--- config.mk ---
export PLATFORM = sky130hd
export DESIGN_NAME = bcd_display_scanner_flat
export DESIGN_NICKNAME = d
export VERILOG_FILES = /design/src/rtl/seg7_pkg.sv /design/src/rtl/bcd_display_scanner_if.sv /design/src/rtl/seg7_decode.sv /design/src/rtl/bcd_display_scanner.sv /design/src/flat_wrapper.sv
export SDC_FILE = /design/constraint.sdc
export NUM_CORES = 1
export LEC_CHECK = 0
export CAP_MARGIN = 20
export CORE_MARGIN = 4
export CORE_UTILIZATION = 45
export CTS_CLUSTER_SIZE = 25
export DETAILED_ROUTE_END_ITERATION = 7
export PLACE_DENSITY = 0.73
export SETUP_SLACK_MARGIN = 0.2
export SYNTH_ARGS = -nofsm -noshare
export SYNTH_HDL_FRONTEND = slang
export SYNTH_SLANG_ARGS = --single-unit
--- constraint.sdc ---
create_clock -name clk -period 4.5 [get_ports clk]
set_input_delay 0.675 -clock clk [delete_from_list [all_inputs] [get_ports clk]]
set_output_delay 0.675 -clock clk [all_outputs]
set_load 0.01 [all_outputs]
--- src/rtl/seg7_pkg.sv ---
`default_nettype none
// ============================================================================
//  Module      : seg7_pkg
//  Description : Seven-segment types and active-low segment patterns
//                ({g,f,e,d,c,b,a}) shared by the BCD display scanner.
//  Revision    : 1.0 - initial release
// ============================================================================
package seg7_pkg;

    typedef logic [6:0] seg_t;

    localparam seg_t SEG_BLANK = 7'h7F;
    localparam seg_t SEG_DASH  = 7'h3F;

    localparam seg_t SEG_DIGIT [0:9] = '{
        7'h40, 7'h79, 7'h24, 7'h30, 7'h19,
        7'h12, 7'h02, 7'h78, 7'h00, 7'h10
    };

endpackage : seg7_pkg
`default_nettype wire

--- src/rtl/bcd_display_scanner_if.sv ---
`default_nettype none
// ============================================================================
//  Module      : bcd_display_scanner_if
//  Description : Digit/segment bundle between the counter chain (master) and
//                the display scanner (slave). Optional decimal-point signals
//                exist only when BCD_DISPLAY_SCANNER_DP_EN is defined.
//  Revision    : 1.0 - initial release
// ============================================================================
interface bcd_display_scanner_if
    import seg7_pkg::*;
#(
    parameter int NUM_DIGITS = 4
);
    logic                    enable;
    logic [4*NUM_DIGITS-1:0] bcd_in;
    seg_t                    seg;
    logic [NUM_DIGITS-1:0]   an;
    logic                    frame_done;
`ifdef BCD_DISPLAY_SCANNER_DP_EN
    logic [NUM_DIGITS-1:0]   dp_in;
    logic [0:0]              dp;
`endif

    modport master (
`ifdef BCD_DISPLAY_SCANNER_DP_EN
        output dp_in,
        input  dp,
`endif
        output enable,
        output bcd_in,
        input  seg,
        input  an,
        input  frame_done
    );

    modport slave (
`ifdef BCD_DISPLAY_SCANNER_DP_EN
        input  dp_in,
        output dp,
`endif
        input  enable,
        input  bcd_in,
        output seg,
        output an,
        output frame_done
    );

endinterface : bcd_display_scanner_if
`default_nettype wire

--- src/rtl/seg7_decode.sv ---
`default_nettype none
// ============================================================================
//  Module      : seg7_decode
//  Description : Combinational BCD to active-low seven-segment decoder with
//                blank override; codes 10..15 show a dash.
//  Revision    : 1.0 - initial release
// ============================================================================
module seg7_decode
    import seg7_pkg::*;
(
    input  logic [3:0] bcd,
    input  logic       blank,
    output seg_t       seg
);

    always_comb begin
        seg = SEG_BLANK;
        if (!blank) begin
            case (bcd)
                4'd0:    seg = SEG_DIGIT[0];
                4'd1:    seg = SEG_DIGIT[1];
                4'd2:    seg = SEG_DIGIT[2];
                4'd3:    seg = SEG_DIGIT[3];
                4'd4:    seg = SEG_DIGIT[4];
                4'd5:    seg = SEG_DIGIT[5];
                4'd6:    seg = SEG_DIGIT[6];
                4'd7:    seg = SEG_DIGIT[7];
                4'd8:    seg = SEG_DIGIT[8];
                4'd9:    seg = SEG_DIGIT[9];
                default: seg = SEG_DASH;
            endcase
        end
    end

endmodule : seg7_decode
`default_nettype wire

--- src/rtl/bcd_display_scanner.sv ---
`default_nettype none
// ============================================================================
//  Module      : bcd_display_scanner
//  Description : Time-multiplexed common-anode 7-seg scanner with per-frame
//                digit snapshot and optional leading-zero blanking.
//                Define BCD_DISPLAY_SCANNER_DP_EN to add decimal-point support.
//  Revision    : 1.0 - initial release
// ============================================================================
module bcd_display_scanner
    import seg7_pkg::*;
#(
    parameter int NUM_DIGITS  = 4,
    parameter int REFRESH_DIV = 50000,
    parameter int LZB         = 1
) (
    input  logic                  clk,
    input  logic                  rst,
    bcd_display_scanner_if.slave  bus
);

    localparam int DIV_W = $clog2(REFRESH_DIV);
    localparam int IDX_W = $clog2(NUM_DIGITS);
    localparam logic [DIV_W-1:0] DIV_LAST = DIV_W'(REFRESH_DIV - 1);
    localparam logic [IDX_W-1:0] IDX_LAST = IDX_W'(NUM_DIGITS - 1);

    logic [DIV_W-1:0]        div_cnt_q, div_cnt_d;
    logic [IDX_W-1:0]        idx_q, idx_d;
    logic [4*NUM_DIGITS-1:0] snapshot_q, snapshot_d;
    logic [NUM_DIGITS-1:0]   an_q, an_d;
    seg_t                    seg_q, seg_d;
    logic                    frame_done_q, frame_done_d;

    logic                    tick;
    logic                    wrap;
    logic [NUM_DIGITS-1:0]   blank_mask;
    logic [3:0]              cur_digit;
    logic                    cur_blank;
    seg_t                    dec_seg;

    assign tick = bus.enable && (div_cnt_q == DIV_LAST);
    assign wrap = tick && (idx_q == IDX_LAST);

    // A digit blanks only if it and every more-significant digit are zero;
    // digit 0 always stays lit.
    always_comb begin
        logic seen_nz;
        seen_nz    = 1'b0;
        blank_mask = '0;
        for (int i = NUM_DIGITS - 1; i >= 1; i--) begin
            seen_nz       = seen_nz | (snapshot_q[4*i +: 4] != 4'd0);
            blank_mask[i] = (LZB != 0) && !seen_nz;
        end
    end

    always_comb begin
        cur_digit = 4'd0;
        cur_blank = 1'b0;
        for (int i = 0; i < NUM_DIGITS; i++) begin
            if (idx_q == IDX_W'(i)) begin
                cur_digit = snapshot_q[4*i +: 4];
                cur_blank = blank_mask[i];
            end
        end
    end

    seg7_decode u_decode (
        .bcd   (cur_digit),
        .blank (cur_blank),
        .seg   (dec_seg)
    );

    always_comb begin
        div_cnt_d    = div_cnt_q;
        idx_d        = idx_q;
        an_d         = an_q;
        seg_d        = seg_q;
        snapshot_d   = wrap ? bus.bcd_in : snapshot_q;
        frame_done_d = wrap;
        if (bus.enable) begin
            div_cnt_d = tick ? '0 : div_cnt_q + DIV_W'(1);
            if (tick) begin
                idx_d = (idx_q == IDX_LAST) ? '0 : idx_q + IDX_W'(1);
            end
            an_d  = ~(NUM_DIGITS'(1) << idx_q);
            seg_d = dec_seg;
        end
    end

    always_ff @(posedge clk or posedge rst) begin
        if (rst) begin
            div_cnt_q    <= '0;
            idx_q        <= '0;
            snapshot_q   <= '0;
            an_q         <= '1;
            seg_q        <= SEG_BLANK;
            frame_done_q <= 1'b0;
        end else begin
            div_cnt_q    <= div_cnt_d;
            idx_q        <= idx_d;
            snapshot_q   <= snapshot_d;
            an_q         <= an_d;
            seg_q        <= seg_d;
            frame_done_q <= frame_done_d;
        end
    end

    assign bus.an         = an_q;
    assign bus.seg        = seg_q;
    assign bus.frame_done = frame_done_q;

`ifdef BCD_DISPLAY_SCANNER_DP_EN
    logic [NUM_DIGITS-1:0] dp_snap_q, dp_snap_d;
    logic                  dp_q, dp_d;
    logic                  cur_dp;

    always_comb begin
        cur_dp = 1'b0;
        for (int i = 0; i < NUM_DIGITS; i++) begin
            if (idx_q == IDX_W'(i)) begin
                cur_dp = dp_snap_q[i];
            end
        end
    end

    // Decimal point ignores blanking so a lit DP survives on a blank digit.
    always_comb begin
        dp_snap_d = wrap ? bus.dp_in : dp_snap_q;
        dp_d      = bus.enable ? ~cur_dp : dp_q;
    end

    always_ff @(posedge clk or posedge rst) begin
        if (rst) begin
            dp_snap_q <= '0;
            dp_q      <= 1'b1;
        end else begin
            dp_snap_q <= dp_snap_d;
            dp_q      <= dp_d;
        end
    end

    assign bus.dp = dp_q;
`endif

endmodule : bcd_display_scanner
`default_nettype wire
--- src/flat_wrapper.sv ---
// flat-port wrapper written by rule: the top's interface ports become plain ports
module bcd_display_scanner_flat import seg7_pkg::*;
#(
    parameter int NUM_DIGITS  = 4,
    parameter int REFRESH_DIV = 50000,
    parameter int LZB         = 1
)
  (clk, rst, bus_enable, bus_bcd_in, bus_seg, bus_an, bus_frame_done);
  bcd_display_scanner_if #(.NUM_DIGITS(NUM_DIGITS)) bus_i ();
  input  logic clk;
  input  logic rst;
  input wire logic [$bits(bus_i.enable)-1:0] bus_enable;
  input wire logic [$bits(bus_i.bcd_in)-1:0] bus_bcd_in;
  output wire logic [$bits(bus_i.seg)-1:0] bus_seg;
  output wire logic [$bits(bus_i.an)-1:0] bus_an;
  output wire logic [$bits(bus_i.frame_done)-1:0] bus_frame_done;
  assign bus_i.enable = bus_enable;
  assign bus_i.bcd_in = bus_bcd_in;
  assign bus_seg = bus_i.seg;
  assign bus_an = bus_i.an;
  assign bus_frame_done = bus_i.frame_done;
  bcd_display_scanner #(.NUM_DIGITS(NUM_DIGITS), .REFRESH_DIV(REFRESH_DIV), .LZB(LZB)) u_core (.clk(clk), .rst(rst), .bus(bus_i));
endmodule
Word level (Yosys, flattened, before mapping)
Memories as Yosys holds them, arrays and structs flattened.
Index checks and enable logic that the tools add are counted.
{"block": "op_classes", "n_addsub": 2, "n_eq_ne": 4, "shift": 1, "n_mux": 10, "n_bitwise": 3, "reduce_logical": 10}
{"cell": "16-bit by 1-bit adder with 16-bit output (second input constant)", "n": 1}
{"cell": "16-bit equality test (second input constant)", "n": 1}
{"cell": "16-bit 2-to-1 mux", "n": 1}
{"cell": "4-bit 2-to-1 mux", "n": 4}
{"cell": "4-bit nonzero test", "n": 3}
{"cell": "7-bit 2-to-1 mux", "n": 1}
{"cell": "2-bit equality test (second input constant)", "n": 2}
{"cell": "4-bit NOT", "n": 1}
{"cell": "1-bit by 2-bit left shift with 4-bit output (first input constant)", "n": 1}
{"cell": "1-bit logical NOT", "n": 3}
{"cell": "1-bit 2-to-1 mux", "n": 3}
{"cell": "2-bit by 1-bit adder with 2-bit output (second input constant)", "n": 1}
{"cell": "2-bit by 1-bit equality test with 1-bit output (second input constant)", "n": 1}
{"cell": "1-bit logical AND", "n": 2}
{"cell": "2-bit logical NOT", "n": 1}
{"cell": "2-bit 2-to-1 mux", "n": 1}
{"cell": "1-bit bitwise OR", "n": 2}
{"cell": "2-bit AND reduction", "n": 1}
{"block": "word_totals", "register_bits": 46, "mem_bits_ro": 112, "out_inout_bits": 12, "elab_cells": 37, "n_memories": 1}
{"name": "(no name shown)", "words": 16, "word_bits": 7, "rd": 1, "rd_clocked_by_memory_dff": 0, "wr": 0, "line_no": "seg7_decode.sv:19", "text": "case (bcd)"}

Depth between registers and ports, before layout
{"block": "logic_depth", "ltp_word": 8, "ltp_mapped": 9, "ltp_nobuf": 8}

Modules after synthesis
From an unflattened synthesis, not the netlist that was laid out.
{"block": "unflattened", "cells_unflattened": 214, "area_unflattened_um2": 2421.1}
{"mod": "bcd_display_scanner", "n_inst": 1, "cells_per_inst": 179, "area_each_um2": 2188.3}
{"mod": "seg7_decode", "n_inst": 1, "cells_per_inst": 35, "area_each_um2": 232.7}

Worst setup path after synthesis
Ideal clock, no wire load.
{"block": "synth_path", "kind": "register -> register", "start": "register u_core.idx_q[1]", "end": "register u_core.seg_q[6], in the netlist u_core.bus.seg[6]", "setup_time_ns": 0.073, "t_arrival_ns": 1.936, "slack_ns": 2.491, "stages_incl_launch_ff": 10, "cell_sequence": "dfrtp_1 > inv_1 > ha_1 > buf_2 > nand3b_1 > a221oi_2 > ha_1 > nor2_1 > a211o_1 > a21oi_1"}
{"block": "synth_via", "elab_chain_len": 7}
{"item": "start, declared", "line_no": "bcd_display_scanner.sv:27", "text": "logic [IDX_W-1:0] idx_q, idx_d;"}
{"item": "start signal, assigned", "line_no": "bcd_display_scanner.sv:99", "text": "idx_q <= idx_d;"}
{"item": "2-bit logical NOT", "line_no": "bcd_display_scanner.sv:59", "text": "if (idx_q == IDX_W'(i)) begin"}
{"item": "4-bit 2-to-1 mux (4 in series)", "line_no": "bcd_display_scanner.sv:59"}
{"item": "memory read 16 x 7 bit"}
{"item": "7-bit 2-to-1 mux *", "line_no": "seg7_decode.sv:18", "text": "if (!blank) begin"}
{"item": "end signal, assigned", "line_no": "bcd_display_scanner.sv:102", "text": "seg_q <= seg_d;"}
{"item": "end, declared", "line_no": "bcd_display_scanner.sv:30", "text": "seg_t seg_q, seg_d;"}
Every way passes the cells marked *; elsewhere a longest branch is shown, timed or not.
A chain may end at the register's enable or synchronous reset.

Worst setup path after layout
{"block": "layout_path", "start": "input bus_enable", "end": "register u_core.snapshot_q[3]"}
{"block": "layout_via", "elab_chain_len": 2}
{"item": "start, declared", "line_no": "flat_wrapper.sv:12", "text": "input wire logic [$bits(bus_i.enable)-1:0] bus_enable;"}
{"item": "1-bit logical AND", "line_no": "bcd_display_scanner.sv:40", "text": "assign tick = bus.enable && (div_cnt_q == DIV_LAST);"}
{"item": "1-bit logical AND", "line_no": "bcd_display_scanner.sv:41", "text": "assign wrap = tick && (idx_q == IDX_LAST);"}
{"item": "end signal, assigned", "line_no": "bcd_display_scanner.sv:100", "text": "snapshot_q <= snapshot_d;"}
{"item": "end, declared", "line_no": "bcd_display_scanner.sv:28", "text": "logic [4*NUM_DIGITS-1:0] snapshot_q, snapshot_d;"}
No other way between the ends.

==> metrics.txt <==
syn avg cell area 11.4 sq um; Clock Latency Late Sink 0.30 ns; Antenna Violating Nets Remaining 0; register share of total power 55.3%; Yosys reg bits 46; worst-margin pin slew 1.04 ns; Routed WL 4.34 mm; Arrival @ worst endpoint 2.95 ns; vias in the first global route 1606; Unique masters post-synth 47; PortBufs 30; root buffer cell clkbuf_8; status finished, final reports clean; crit path time final 2.76 ns; first drt pass iteration count 4; maximum clock insertion buffer count 2; Post-Place Setup Slack 1.39 ns; syn_nets 229; GP Congestion 0.840; All-Layer GR Usage 15.3%; Gate power share 10.1%; worst vdd ir 0.168 mV; Setup crit end kind register; max incr delay on CP 0.94 ns; clock share of power 34.6%; Mapped Cells 204; top post-synthesis cells by count dfrtp_1, nor2_1, mux2_2, nand2_1; worst setup path category in2reg; Die X 79.8 um; RSZ-0062 raised after global routing false; CTS Sinks 46; WL per Instance 14.3 um; Bufs and invs on worst path 2; initial antenna violation count 0; setup slack, reg-to-reg 1.90 ns; first-pass GRT wire length 7.63 mm; top-area cell type share of the netlist area 37.8%; CP max FO 21; postcts setup bufs 0; P_sw 216 uW; final worst slack 1.74 ns; Achievable Freq 0.362 GHz; CTS resizes 0; DRT iter0 DRCs 38; Data required, critical path 4.69 ns; Max H-tree Level 2; Die Y-Extent 79.8 um; min-delay worst type reg2reg; number of nets in the layout 261; clock-pin slew on the worst setup and hold paths 0.08 ns; area of the die 6360 sq um; RR Endpoint u_core.snapshot_q[3]$_DFFE_PP0P_; slew margin rel. 30.5%; CP startpoint kind input port; worst r2r src u_core.idx_q[0]$_DFFE_PP0P_; switching part of the total 24.8%; Hold Path Depth 2; # setup viols final 0; Vias/cell 5.34; core box area 4850 sq um; CP max stage cell nor4_4; I/O pins 31; Crit path max-delay family simple AND/OR/NAND/NOR gates; internal power 655 uW; mapped cell area 2320 sq um; Post-synth EDFFs 0; asr flop ratio synth 100%; Final TNS setup 0 ns; Leak 1.23 nW; grt ovf 0; pwr dens 313 nW/um^2; post-synth top area cell dfrtp_1; Residual DRC 0; Vias 1624; CTS tree done; most frequently used flop master after synthesis dfrtp_1; ranking of synthesized cells by area dfrtp_1, dfstp_2, mux2_2; Area growth syn-to-layout 20.0%; row count 25; Hold Crit Start u_core.bus.an[1]$_DFFE_PP1P_; Initial Util 47.8%; # diodes 0; Final Hold Viols 0; pin count of the biggest net entering global routing 47; Final Cycle Share 61.4%; Worst Skew 0.00269 ns; fraction of layout cells with a size suffix above 1 21.1%; worst min-delay path endpoint u_core.bus.an[1]$_DFFE_PP1P_; register area share after synthesis 50.3%; fin. max-slew vios 0; worst reg2reg path depth 4; Num CTS Buffers 5; Max-cap violations 0; most frequent cell after synthesis dfrtp_1; dpl hpwl 3.10 mm; Post-CTS Hold Buffers 0; CP Cell Sequence clkdlybuf4s50_1 -> buf_4 -> nand4_2 -> nor4_4 -> mux2_2; number of synthesis warnings 0
==> state kept, by name, indices dropped and copies added, names as in the netlist <==
name                   cells
u_core.idx_q               2
u_core.div_cnt_q          16
u_core.bus.an              4
u_core.snapshot_q         16
u_core.bus.seg             7
u_core.bus.frame_done      1
==> power groups by stage <==
stage	clock network (mW)	logic [mW]	registers, mW
floorplan	0	0.0601	0.479
global placement	0	0.0862	0.486
detailed placement	0	0.0892	0.488
CTS	0.311	0.0903	0.481
global route	0.327	0.102	0.488
finish	0.302	0.0881	0.482
==> cells by family after synthesis <==
kind of cell / count (synthesis) / synth area share, %
xor gates and xnor gates: 14 / 5.29
DFF: 46 / 50.3
and+or+nand+nor: 66 / 16.2
adders and majority gates: 6 / 3.24
AOI/OAI and AO/OA: 31 / 10.8
muxes: 21 / 9.99
buffers and inverters: 20 / 4.21
==> metal layers <==
metal	part of all wire, %	GRT usage (%)	vias to the layer above	wire, um
li1	-	-	790	-
met1	49	21.7	787	2120
met2	45	23.6	40	1950
met3	4.7	3.05	7	206
met4	1.5	5.07	0	63
met5	0	0	-	0
==> worst register-to-register path: stages, from the launching register on <==
cell and delay (ns):
dfrtp_1 0.38, ha_1 0.63, inv_2 0.12, nor4_4 0.93, mux2_2 0.42
==> layout make-up <==
cell class              count  area, sq um
clock buffers               5         68.8
clock inverters             3         40.0
fillers                   418         2070
inverters                  12         45.0
multi-input cells         138         1050
flip-flops and latches     46         1160
well taps                  67         83.8
repair buffers             33          323
==> cells in the final DEF, fill, tap and decap left out, types with 2 or more instances in the layout <==
cell             synthesis  routed
a21oi_1                  8       8
xnor2_1                  7       7
o32ai_1                  2       2
a221oi_2                 3       3
o21ai_0                  5       5
nor2_1                  21      21
nand4_1                  2       2
mux2i_1                  4       4
and2_1                   2       2
nand3b_1                 5       5
dfrtp_1                 35      35
xor2_1                   7       7
inv_1                   11      10
a211oi_1                 4       4
nand2_1                 12      12
clkdlybuf4s50_1          0      30
nor4b_1                  2       2
nand3_1                  4       4
nor3b_1                  4       4
mux2_2                  17      17
nor3_1                   2       2
ha_1                     6       6
clkbuf_8                 0       5
nor4_1                   2       2
clkinv_2                 0       2
dfstp_2                 11      11
buf_4                    1       3
and4_2                   2       2
==> how the worst max path moves through the flow <==
stage / startpoint / endpoint / slack (ns) / cells past startpoint
2_1_floorplan: u_core.idx_q[1]$_DFFE_PP0P_ / u_core.bus.seg[6]$_DFFE_PP1P_ / 2.49 / 9
3_3_place_gp: bus_enable / u_core.snapshot_q[7]$_DFFE_PP0P_ / 1.41 / 5
4_1_cts: bus_enable / u_core.snapshot_q[3]$_DFFE_PP0P_ / 1.71 / 5
6_report: bus_enable / u_core.snapshot_q[3]$_DFFE_PP0P_ / 1.74 / 5
5_1_grt: bus_enable / u_core.snapshot_q[5]$_DFFE_PP0P_ / 1.58 / 5
3_5_place_dp: bus_enable / u_core.snapshot_q[3]$_DFFE_PP0P_ / 1.39 / 5
==> stage by stage <==
step / total power [mW] / std cells / cell area [sq um] / hold WS (ns) / util (%)
after floorplan: 0.539 / 204 / 2320 / 0.451 / -
after global placement: 0.572 / 296 / 2670 / 0.455 / 55.1
after detailed placement: 0.577 / 296 / 2670 / 0.460 / 55.1
after CTS: 0.882 / 304 / 2780 / 0.473 / 57.3
after global routing: 0.917 / 304 / 2780 / 0.500 / 57.3
final: 0.871 / 304 / 2780 / 0.472 / 57.3
Power figures use the tool's default switching activity.
